--- src/rtl/trap_sequencer_pkg.sv ---
// Shared constants and types for the machine-mode trap sequencer.
// CSR addresses, cause codes, mstatus/mie bit positions, FSM states.
package trap_sequencer_pkg;

  localparam int XLEN             = 32;
  localparam int CSR_ADDR_WIDTH   = 12;
  localparam int EXC_STATUS_WIDTH = 2;

  localparam logic [EXC_STATUS_WIDTH-1:0] EXC_STATUS_IDLE   = 2'd0;
  localparam logic [EXC_STATUS_WIDTH-1:0] EXC_STATUS_ECALL  = 2'd1;
  localparam logic [EXC_STATUS_WIDTH-1:0] EXC_STATUS_EBREAK = 2'd2;
  localparam logic [EXC_STATUS_WIDTH-1:0] EXC_STATUS_MRET   = 2'd3;

  localparam logic [CSR_ADDR_WIDTH-1:0] CSR_MSTATUS = 12'h300;
  localparam logic [CSR_ADDR_WIDTH-1:0] CSR_MIE     = 12'h304;
  localparam logic [CSR_ADDR_WIDTH-1:0] CSR_MTVEC   = 12'h305;
  localparam logic [CSR_ADDR_WIDTH-1:0] CSR_MEPC    = 12'h341;
  localparam logic [CSR_ADDR_WIDTH-1:0] CSR_MCAUSE  = 12'h342;

  localparam logic [XLEN-1:0] CAUSE_ILLEGAL = 32'd2;
  localparam logic [XLEN-1:0] CAUSE_EBREAK  = 32'd3;
  localparam logic [XLEN-1:0] CAUSE_ECALL   = 32'd11;
  localparam logic [XLEN-1:0] CAUSE_EXT_IRQ = 32'h8000_000B;
  localparam logic [XLEN-1:0] CAUSE_TIM_IRQ = 32'h8000_0007;

  localparam int MSTATUS_MIE    = 3;
  localparam int MSTATUS_MPIE   = 7;
  localparam int MSTATUS_MPP_LO = 11;
  localparam int MSTATUS_MPP_HI = 12;

  localparam int MIE_MTIE = 7;
  localparam int MIE_MEIE = 11;

  localparam logic [1:0] MTVEC_DIRECT   = 2'b00;
  localparam logic [1:0] MTVEC_VECTORED = 2'b01;

  localparam int TRAP_STATE_WIDTH = 3;

  typedef enum logic [TRAP_STATE_WIDTH-1:0] {
    ST_IDLE        = 3'd0,
    ST_SAVE_EPC    = 3'd1,
    ST_SAVE_CAUSE  = 3'd2,
    ST_SAVE_STATUS = 3'd3,
    ST_RESTORE     = 3'd4,
    ST_REDIRECT    = 3'd5
  } trap_state_e;

endpackage

--- src/rtl/trap_sequencer_cause_enc.sv ---
// Priority encoder for the committing instruction's trap/return event.
// Exceptions beat mret, which beats enabled interrupts.
module trap_cause_enc
  import trap_sequencer_pkg::*;
#(
  parameter int XLEN = 32
) (
  input  logic                        commit_valid_i,
  input  logic [EXC_STATUS_WIDTH-1:0] exc_status_i,
  input  logic                        invalid_i,
  input  logic                        timer_irq_i,
  input  logic                        ext_irq_i,
  input  logic                        mstatus_mie_i,
  input  logic                        mie_mtie_i,
  input  logic                        mie_meie_i,
  output logic                        take_trap_o,
  output logic                        is_mret_o,
  output logic                        is_irq_o,
  output logic [XLEN-1:0]             cause_o
);

  logic ext_en;
  logic tim_en;

  assign ext_en = ext_irq_i & mstatus_mie_i & mie_meie_i;
  assign tim_en = timer_irq_i & mstatus_mie_i & mie_mtie_i;

  always_comb begin
    take_trap_o = 1'b0;
    is_mret_o   = 1'b0;
    is_irq_o    = 1'b0;
    cause_o     = '0;
    if (commit_valid_i) begin
      priority case (1'b1)
        invalid_i: begin
          take_trap_o = 1'b1;
          cause_o     = CAUSE_ILLEGAL;
        end
        exc_status_i == EXC_STATUS_EBREAK: begin
          take_trap_o = 1'b1;
          cause_o     = CAUSE_EBREAK;
        end
        exc_status_i == EXC_STATUS_ECALL: begin
          take_trap_o = 1'b1;
          cause_o     = CAUSE_ECALL;
        end
        exc_status_i == EXC_STATUS_MRET: begin
          is_mret_o = 1'b1;
        end
        ext_en: begin
          take_trap_o = 1'b1;
          is_irq_o    = 1'b1;
          cause_o     = CAUSE_EXT_IRQ;
        end
        tim_en: begin
          take_trap_o = 1'b1;
          is_irq_o    = 1'b1;
          cause_o     = CAUSE_TIM_IRQ;
        end
        default: begin
          take_trap_o = 1'b0;
        end
      endcase
    end
  end

endmodule

--- src/rtl/trap_sequencer.sv ---
// Machine-mode trap/mret sequencer: serialises CSR updates over one
// write port, stalls the pipeline, then flushes and redirects fetch.
module trap_sequencer
  import trap_sequencer_pkg::*;
#(
  parameter int XLEN           = 32,
  parameter int CSR_ADDR_WIDTH = 12
) (
  input  logic                        clk,
  input  logic                        rst,
  input  logic                        commit_valid,
  input  logic [XLEN-1:0]             commit_pc,
  input  logic [EXC_STATUS_WIDTH-1:0] exc_status,
  input  logic                        invalid_instruction,
  input  logic                        timer_irq,
  input  logic                        ext_irq,
  input  logic [XLEN-1:0]             mstatus_i,
  input  logic [XLEN-1:0]             mie_i,
  input  logic [XLEN-1:0]             mtvec_i,
  input  logic [XLEN-1:0]             mepc_i,
  output logic                        csr_we_o,
  output logic [CSR_ADDR_WIDTH-1:0]   csr_waddr_o,
  output logic [XLEN-1:0]             csr_wdata_o,
  output logic                        trap_kill_o,
  output logic                        trap_stall_o,
  output logic                        trap_flush_o,
  output logic                        redirect_valid_o,
  output logic [XLEN-1:0]             redirect_pc_o
);

  trap_state_e state_q, state_d;

  logic [XLEN-1:0] pc_q, pc_d;
  logic [XLEN-1:0] cause_q, cause_d;
  logic [XLEN-1:0] mstatus_q, mstatus_d;
  logic [XLEN-1:0] mtvec_q, mtvec_d;
  logic [XLEN-1:0] mepc_q, mepc_d;
  logic            irq_q, irq_d;

  logic                      we_q, we_d;
  logic [CSR_ADDR_WIDTH-1:0] waddr_q, waddr_d;
  logic [XLEN-1:0]           wdata_q, wdata_d;
  logic                      flush_q, flush_d;
  logic                      rv_q, rv_d;
  logic [XLEN-1:0]           rpc_q, rpc_d;

  logic            take_trap;
  logic            is_mret;
  logic            is_irq;
  logic [XLEN-1:0] cause;
  logic [XLEN-1:0] trap_status;
  logic [XLEN-1:0] mret_status;
  logic [XLEN-1:0] base;
  logic [XLEN-1:0] trap_target;
  logic            unused_bits;

  trap_cause_enc #(.XLEN(XLEN)) u_enc (
    .commit_valid_i (commit_valid),
    .exc_status_i   (exc_status),
    .invalid_i      (invalid_instruction),
    .timer_irq_i    (timer_irq),
    .ext_irq_i      (ext_irq),
    .mstatus_mie_i  (mstatus_i[MSTATUS_MIE]),
    .mie_mtie_i     (mie_i[MIE_MTIE]),
    .mie_meie_i     (mie_i[MIE_MEIE]),
    .take_trap_o    (take_trap),
    .is_mret_o      (is_mret),
    .is_irq_o       (is_irq),
    .cause_o        (cause)
  );

  assign unused_bits = ^{mie_i, mepc_q[1:0]};

  always_comb begin
    trap_status = mstatus_q;
    trap_status[MSTATUS_MPIE] = mstatus_q[MSTATUS_MIE];
    trap_status[MSTATUS_MIE]  = 1'b0;
    trap_status[MSTATUS_MPP_HI:MSTATUS_MPP_LO] = 2'b11;
  end

  always_comb begin
    mret_status = mstatus_i;
    mret_status[MSTATUS_MIE]  = mstatus_i[MSTATUS_MPIE];
    mret_status[MSTATUS_MPIE] = 1'b1;
    mret_status[MSTATUS_MPP_HI:MSTATUS_MPP_LO] = 2'b11;
  end

  // Vectored mode offsets only interrupts; modes 1x fall back to direct.
  assign base = {mtvec_q[XLEN-1:2], 2'b00};
  always_comb begin
    trap_target = base;
    if (mtvec_q[1:0] == MTVEC_VECTORED && irq_q)
      trap_target = base + {cause_q[XLEN-3:0], 2'b00};
  end

  always_comb begin
    state_d      = state_q;
    pc_d         = pc_q;
    cause_d      = cause_q;
    mstatus_d    = mstatus_q;
    mtvec_d      = mtvec_q;
    mepc_d       = mepc_q;
    irq_d        = irq_q;
    we_d         = 1'b0;
    waddr_d      = '0;
    wdata_d      = '0;
    flush_d      = 1'b0;
    rv_d         = 1'b0;
    rpc_d        = '0;
    trap_stall_o = 1'b0;
    trap_kill_o  = 1'b0;
    unique case (state_q)
      ST_IDLE: begin
        if (take_trap || is_mret) begin
          trap_stall_o = 1'b1;
          trap_kill_o  = take_trap;
          pc_d         = commit_pc;
          cause_d      = cause;
          mstatus_d    = mstatus_i;
          mtvec_d      = mtvec_i;
          mepc_d       = mepc_i;
          irq_d        = is_irq;
          we_d         = 1'b1;
          if (take_trap) begin
            state_d = ST_SAVE_EPC;
            waddr_d = CSR_MEPC;
            wdata_d = commit_pc;
          end else begin
            state_d = ST_RESTORE;
            waddr_d = CSR_MSTATUS;
            wdata_d = mret_status;
          end
        end
      end
      ST_SAVE_EPC: begin
        trap_stall_o = 1'b1;
        state_d      = ST_SAVE_CAUSE;
        we_d         = 1'b1;
        waddr_d      = CSR_MCAUSE;
        wdata_d      = cause_q;
      end
      ST_SAVE_CAUSE: begin
        trap_stall_o = 1'b1;
        state_d      = ST_SAVE_STATUS;
        we_d         = 1'b1;
        waddr_d      = CSR_MSTATUS;
        wdata_d      = trap_status;
      end
      ST_SAVE_STATUS: begin
        trap_stall_o = 1'b1;
        state_d      = ST_REDIRECT;
        flush_d      = 1'b1;
        rv_d         = 1'b1;
        rpc_d        = trap_target;
      end
      ST_RESTORE: begin
        trap_stall_o = 1'b1;
        state_d      = ST_REDIRECT;
        flush_d      = 1'b1;
        rv_d         = 1'b1;
        rpc_d        = {mepc_q[XLEN-1:2], 2'b00};
      end
      ST_REDIRECT: begin
        state_d = ST_IDLE;
      end
      default: begin
        state_d = ST_IDLE;
      end
    endcase
  end

  always_ff @(posedge clk) begin
    if (rst) begin
      state_q   <= ST_IDLE;
      pc_q      <= '0;
      cause_q   <= '0;
      mstatus_q <= '0;
      mtvec_q   <= '0;
      mepc_q    <= '0;
      irq_q     <= 1'b0;
      we_q      <= 1'b0;
      waddr_q   <= '0;
      wdata_q   <= '0;
      flush_q   <= 1'b0;
      rv_q      <= 1'b0;
      rpc_q     <= '0;
    end else begin
      state_q   <= state_d;
      pc_q      <= pc_d;
      cause_q   <= cause_d;
      mstatus_q <= mstatus_d;
      mtvec_q   <= mtvec_d;
      mepc_q    <= mepc_d;
      irq_q     <= irq_d;
      we_q      <= we_d;
      waddr_q   <= waddr_d;
      wdata_q   <= wdata_d;
      flush_q   <= flush_d;
      rv_q      <= rv_d;
      rpc_q     <= rpc_d;
    end
  end

  assign csr_we_o         = we_q;
  assign csr_waddr_o      = waddr_q;
  assign csr_wdata_o      = wdata_q;
  assign trap_flush_o     = flush_q;
  assign redirect_valid_o = rv_q;
  assign redirect_pc_o    = rpc_q;

endmodule

--- config.mk ---
export PLATFORM = sky130hd
export DESIGN_NAME = trap_sequencer
export DESIGN_NICKNAME = d
export VERILOG_FILES = /design/src/rtl/trap_sequencer_pkg.sv /design/src/rtl/trap_sequencer_cause_enc.sv /design/src/rtl/trap_sequencer.sv
export SDC_FILE = /design/constraint.sdc
export NUM_CORES = 1
export LEC_CHECK = 0
export CAP_MARGIN = 15
export CORE_MARGIN = 2
export CORE_UTILIZATION = 45
export DETAILED_ROUTE_END_ITERATION = 16
export GPL_ROUTABILITY_DRIVEN = 0
export PLACE_DENSITY = 0.8
export SLEW_MARGIN = 15
export SYNTH_ARGS = -nofsm -noshare
export SYNTH_HDL_FRONTEND = slang
export SYNTH_SLANG_ARGS = --single-unit
--- constraint.sdc ---
create_clock -name clk -period 3.4 [get_ports clk]
set_input_delay 1.02 -clock clk [delete_from_list [all_inputs] [get_ports clk]]
set_output_delay 1.02 -clock clk [all_outputs]
set_load 0.01 [all_outputs]
==> results of run 1 <==
==> metrics by stage <==
stage               total power [mW]  std cells  instance area, um^2  setup WS [ns]
floorplan                       2.71        832                 6950         0.0803
global placement                3.10       1187                 9140         -0.428
detailed placement              3.12       1187                 9140         -0.433
CTS                             5.14       1218                 9750       -0.00483
global route                    5.33       1219                 9770         0.0999
finish                          5.12       1219                 9770          0.157
==> Yosys cell counts, drive strengths merged (2+ instances only) <==
cell type,count,area [um^2]
a21oi,113,566
a22o,24,210
a22oi,7,52.6
and2,3,18.8
and3,4,25.0
buf,33,229
clkbuf,33,126
dfxtp,167,3340
ha,4,50.1
inv,14,52.6
mux2i,29,290
nand2,230,863
nand2b,4,25.0
nand3,18,103
nand4,15,93.8
nor2,20,75.1
nor2b,3,18.8
nor3,8,40.0
nor4,4,40.0
o211a,2,20.0
o211ai,3,27.5
o21a,2,15.0
o21ai,34,170
o21bai,2,15.0
o22a,4,35.0
xnor2,23,201
xor2,4,35.0
==> final timing paths <==
kind,start,to,slack [ns],cells past startpoint
max,invalid_instruction,trap_stall_o,0.16,5
min,mstatus_q[26]$_SDFFE_PP0P_,csr_wdata_o[26]$_SDFF_PP0_,0.45,2
max reg2reg,cause_q[0]$_SDFFE_PP0P_,redirect_pc_o[18]$_SDFF_PP0_,1.15,9
min reg2reg,mstatus_q[26]$_SDFFE_PP0P_,csr_wdata_o[26]$_SDFF_PP0_,0.45,2
==> cell families after synthesis <==
kind of cell,count (synthesis),synth area share [%]
AND/OR/NAND/NOR,316,19.8
AO/OA/AOI/OAI,199,17.3
flip-flops,167,48.3
buffers and inverters,80,5.90
multiplexers,29,4.20
XOR/XNOR,27,3.42
adder cells (fa/ha/maj),5,1.01
other,1,0.0542
==> layout make-up <==
cell class / count / area (um^2) / share of cell area [%]
timing repair buffer: 234 / 2290 / 23.5
clock inverter: 11 / 173 / 1.77
clock buffer: 20 / 447 / 4.57
sequential: 167 / 3340 / 34.2
multi-input combinational: 585 / 3230 / 33.1
tap: 188 / 235 / 2.41
inverter: 14 / 52.6 / 0.538
==> state kept, by name, summed over array words and instances (netlist names) <==
signal,flops
cause_q,5
csr_waddr_o,4
csr_wdata_o,32
irq_q,1
mepc_q,30
mstatus_q,29
mtvec_q,32
redirect_pc_o,30
redirect_valid_o,1
state_q,3
==> per-layer routing <==
layer / wire, um / vias up / global-route usage (%)
met2: 9030 / 191 / 37.2
met5: 0 / - / 0
met4: 408 / 0 / 8.08
met3: 883 / 30 / 5.26
met1: 8380 / 2967 / 29.0
li1: - / 3163 / -
==> worst register-to-register path, delay by kind of cell, from the launching register on <==
family          cells  cell delay [ns]
buf+inv             2             0.28
fa+ha+maj           2             0.60
simple gates        2             0.34
flops               1             0.39
compound gates      2             0.34
xor+xnor            1             0.19
==> power by group through the flow <==
stage | clock (mW) | sequential [mW] | combinational (mW)
6_report | 2.04 | 2.21 | 0.867
5_1_grt | 2.16 | 2.23 | 0.944
4_1_cts | 2.06 | 2.21 | 0.866
3_5_place_dp | 0 | 2.25 | 0.866
3_3_place_gp | 0 | 2.25 | 0.853
2_1_floorplan | 0 | 2.25 | 0.464
==> timing repair <==
item	CTS	global route
hold buffers	0	0
pin swaps	2	2
setup endpoints to repair	2	1
setup buffers	0	1
resized for setup	13	5
hold endpoints to repair	0	0
==> flow_summary.json, run 1 <==
{
  "ys_seq_area_share_pct": 48.3,
  "synth_area_mm2": 0.00692,
  "leakagePower_nw": 3.69,
  "drt-wirelength-per-cell_um": 15.3,
  "clkLatencyLatePin_ns": 0.42,
  "grt_max_degree": 81,
  "critPathLaunchType": "input port",
  "ios": 249,
  "grt-ovfl-total": 0,
  "fin_crit_sh_pct": 95.4,
  "required_ns": 2.38,
  "whs_ns": 0.451,
  "switching_share_pct": 26.1,
  "num_antenna_cells": 0,
  "drv_slew": 0,
  "synthCells": 824,
  "start_util_pct": 45.9,
  "viasPerCell": 5.21,
  "outcome": "finished clean",
  "setup_viol": 0,
  "p_int_mw": 3.78,
  "cellPowerDensity_mw_per_mm2": 524,
  "hpwl_um": 12700,
  "fmax_ghz": 0.308,
  "final_common_cell": "nand2_1",
  "die_w_um": 128,
  "final_antenna_net_count": 0,
  "seq_power_share_pct": 43.2,
  "async_flop_share_pct": 0,
  "die-area_mm2": 0.0164,
  "row_count": 45,
  "combinationalPowerShare_pct": 16.9,
  "syn_to_final_growth_pct": 41.3,
  "final_cell_mix": "228 x nand2_1, 196 x clkdlybuf4s50_1, 167 x dfxtp_1",
  "hp-class": "flip-flop to flip-flop",
  "power.switching_mw": 1.34,
  "ir_worst_vdd_mv": 0.350,
  "slowest_stage": "clkdlybuf4s50_1",
  "synth_edf_count": 0,
  "rsz0062_at_grt": "no",
  "drive_gt1_share_pct": 7.18,
  "numCtsBuffers": 17,
  "wl_um": 18700,
  "h-tree-depth": 4,
  "dr.pass1.iters": 8,
  "final.setup.tns_ns": 0,
  "yosysWarningCount": 0,
  "cpPeakStageDelay_ns": 0.43,
  "slew_headroom_pct": 25.7,
  "period_needed_ns": 3.24,
  "crit_family": "buffers and inverters",
  "grt.total_usage_pct": 22.5,
  "worstMarginPinSlew_ns": 1.11,
  "crit_fanout": 2,
  "nFillCells": 1269,
  "crit_type": "input port to output port",
  "crit_arrival_ns": 2.22,
  "endpoint_kind": "output port",
  "finalHoldViolCount": 0,
  "vias": 6351,
  "drc": 0,
  "synth.avg_cell_area_um2": 8.40,
  "grt_pass1_wl_um": 29200,
  "fin_skew_ns": 0.00803,
  "path_clk_slew_ns": 0.06,
  "critPathBufInv": 2,
  "die_h_um": 128,
  "drt_iter0_drc": 510,
  "yosys.cell_types.count": 51,
  "ys_ff_latch": 167,
  "root_buffer": "clkbuf_16",
  "fin_util_pct": 64.8,
  "cts_tree": "done",
  "antenna_found_initial": 0,
  "core_area_mm2": 0.0151,
  "path_cells": "clkdlybuf4s50_1 > or3_1 > o21ai_1 > a21oi_1 > buf_2",
  "port_buffers": 205,
  "clkPwrFrac_pct": 39.9,
  "maxCapViolCount": 0,
  "clock-sinks": 167,
  "clockBufferDepth": 2,
  "synthFlopType": "dfxtp_1",
  "grt_pass1_vias": 5850,
  "nNetsFinal": 1192
}
Power figures use the tool's default switching activity.
==> run 2, diff against run 1 <==
--- a/config.mk
+++ b/config.mk
@@ -7,10 +7,10 @@
 export LEC_CHECK = 0
 export CAP_MARGIN = 15
 export CORE_MARGIN = 2
-export CORE_UTILIZATION = 45
+export CORE_UTILIZATION = 30
 export DETAILED_ROUTE_END_ITERATION = 16
 export GPL_ROUTABILITY_DRIVEN = 0
-export PLACE_DENSITY = 0.8
+export SKIP_LAST_GASP = 1
 export SLEW_MARGIN = 15
 export SYNTH_ARGS = -nofsm -noshare
 export SYNTH_HDL_FRONTEND = slang
==> flow_summary.json, run 2 (synthesis results as in run 1) <==
{
  "grt_pass1_vias": 5792,
  "die_w_um": 156,
  "grt.total_usage_pct": 16.7,
  "slew_headroom_pct": 38.6,
  "regToRegSetupSlack_ns": 1.04,
  "root_buffer": "clkbuf_16",
  "rsz0062_at_grt": "no",
  "cts_tree": "done",
  "worstReg2RegEnd": "redirect_pc_o[11]$_SDFF_PP0_",
  "fin_skew_ns": 0.0114,
  "startpoint": "mstatus_i[3]",
  "row_count": 55,
  "ff2ff_path_depth": 7,
  "finalHoldViolCount": 0,
  "whs_ns": 0.445,
  "r2r-start": "cause_q[3]$_SDFFE_PP0P_",
  "nNetsFinal": 1193,
  "maxCapViolCount": 0,
  "clkLatencyLatePin_ns": 0.42,
  "drt_iter0_drc": 390,
  "grt-ovfl-total": 0,
  "crit_fanout": 4,
  "fin_area_mm2": 0.00987,
  "drc": 0,
  "drv_slew": 0,
  "vias": 6269,
  "crit_arrival_ns": 2.28,
  "period_needed_ns": 3.30,
  "start_util_pct": 30.6,
  "cts_setup_buffers": 0,
  "endpoint": "trap_stall_o",
  "hpwl_um": 14400,
  "grt_pass1_wl_um": 31800,
  "fmax_ghz": 0.303,
  "cellPowerDensity_mw_per_mm2": 506,
  "final_cell_mix": "228 x nand2_1, 196 x clkdlybuf4s50_1, 167 x dfxtp_1",
  "dpl_cell_area_mm2": 0.00929,
  "ir_worst_vdd_mv": 0.246,
  "final_common_cell": "nand2_1",
  "h-tree-depth": 4,
  "setup_viol": 0,
  "critPathLaunchType": "input port",
  "final_antenna_net_count": 0,
  "worstMarginPinSlew_ns": 0.918,
  "outcome": "finished clean",
  "path_clk_slew_ns": 0.08,
  "viasPerCell": 4.75,
  "wl_um": 20600,
  "grt_max_degree": 81,
  "clock-sinks": 167,
  "hp-class": "flip-flop to flip-flop",
  "dr.pass1.iters": 5,
  "syn_to_final_growth_pct": 42.7,
  "crit_type": "input port to output port",
  "numCtsBuffers": 17,
  "port_buffers": 205,
  "endpoint_kind": "output port",
  "antenna_found_initial": 0,
  "die_h_um": 156,
  "clockBufferDepth": 2,
  "drive_gt1_share_pct": 7.74,
  "required_ns": 2.38,
  "drt-wirelength-per-cell_um": 15.6,
  "ios": 249,
  "die-area_mm2": 0.0243,
  "core_area_mm2": 0.0226,
  "fin_crit_sh_pct": 97.2,
  "leakagePower_nw": 3.65
}
-- run 2: cell types whose count changed in the layout (fill, tap and decap cells not counted), sizes merged --
cell,before,now
dlygate4sd2,2,6
clkdlybuf4s15,0,1
bufinv,4,0
clkbuf,20,17
inv,16,23
dlymetal6s2s,4,0
clkinv,4,5
diode,0,1
-- run 2: worst max-delay path: stages --
cell and delay (ns):
clkdlybuf4s50_1 0.57, and2_1 0.20, o21ai_2 0.08, a21oi_1 0.16
clkdlybuf4s15_2 0.26
-- run 2: worst min path at each step --
stage	endpoint	cells past startpoint	startpoint	slack [ns]
5_1_grt	csr_wdata_o[18]$_SDFF_PP0_	2	mstatus_q[18]$_SDFFE_PP0P_	0.47
3_5_place_dp	csr_wdata_o[8]$_SDFF_PP0_	2	mstatus_q[8]$_SDFFE_PP0P_	0.44
6_report	csr_wdata_o[18]$_SDFF_PP0_	2	mstatus_q[18]$_SDFFE_PP0P_	0.45
3_3_place_gp	csr_wdata_o[16]$_SDFF_PP0_	2	mstatus_q[16]$_SDFFE_PP0P_	0.44
4_1_cts	mstatus_q[21]$_SDFFE_PP0P_	2	mstatus_q[21]$_SDFFE_PP0P_	0.46
2_1_floorplan	csr_wdata_o[10]$_SDFF_PP0_	2	mstatus_q[10]$_SDFFE_PP0P_	0.42
-- run 2: cell type report --
class | count | area, um^2
fillers | 2236 | 12800
well taps | 285 | 357
diodes | 1 | 2.50
clock inverters | 15 | 153
repair buffers | 235 | 2300
inverters | 14 | 52.6
flip-flops and latches | 167 | 3340
multi-input cells | 585 | 3240
clock buffers | 17 | 425
-- run 2: repair_timing --
item / 4_1_cts / 5_1_grt
hold buffers: 0 / 0
endpoints found under the setup margin: 2 / 0
gates resized for setup: 18 / 0
endpoints found under the hold margin: 0 / 0
-- run 2: power by group --
part	total [mW]	switching [mW]	leakage, nW	internal [mW]
clock network	1.91	0.923	0.283	0.984
registers	2.21	0.0968	1.36	2.11
logic	0.888	0.457	2.01	0.431
total	5.00	1.48	3.65	3.52
-- run 2: metal layers --
| layer | share of wire (%) | vias up | routed length [um] | global-route usage (%) |
|---|---|---|---|---|
| li1 | - | 3175 | - | - |
| met1 | 46 | 2924 | 9500 | 22.3 |
| met2 | 48 | 152 | 9860 | 27.4 |
| met3 | 4.4 | 18 | 907 | 3.33 |
| met4 | 1.6 | 0 | 323 | 5.02 |
| met5 | 0 | - | 0 | 0 |
-- run 2: stage by stage --
| step | total power, mW | setup slack [ns] | cells | TNS [ns] | utilization [%] |
|---|---|---|---|---|---|
| final | 5.00 | 0.0952 | 1319 | 0 | 43.6 |
| after global routing | 5.25 | 0.0447 | 1318 | 0 | 43.6 |
| after CTS | 5.06 | 0.0873 | 1318 | 0 | 43.6 |
| after detailed placement | 3.15 | -0.482 | 1286 | -0.906 | 41.1 |
| after floorplan | 2.71 | 0.0803 | 832 | 0 | - |
| after global placement | 3.14 | -0.472 | 1286 | -0.916 | 41.1 |
==> run 3, diff against run 2 <==
--- a/config.mk
+++ b/config.mk
@@ -8,6 +8,7 @@
 export CAP_MARGIN = 15
 export CORE_MARGIN = 2
 export CORE_UTILIZATION = 30
+export CTS_CLUSTER_DIAMETER = 40
 export DETAILED_ROUTE_END_ITERATION = 16
 export GPL_ROUTABILITY_DRIVEN = 0
 export SKIP_LAST_GASP = 1
==> results of run 3 <==
Final layout, timing and power as in run 2 (identical DEF).
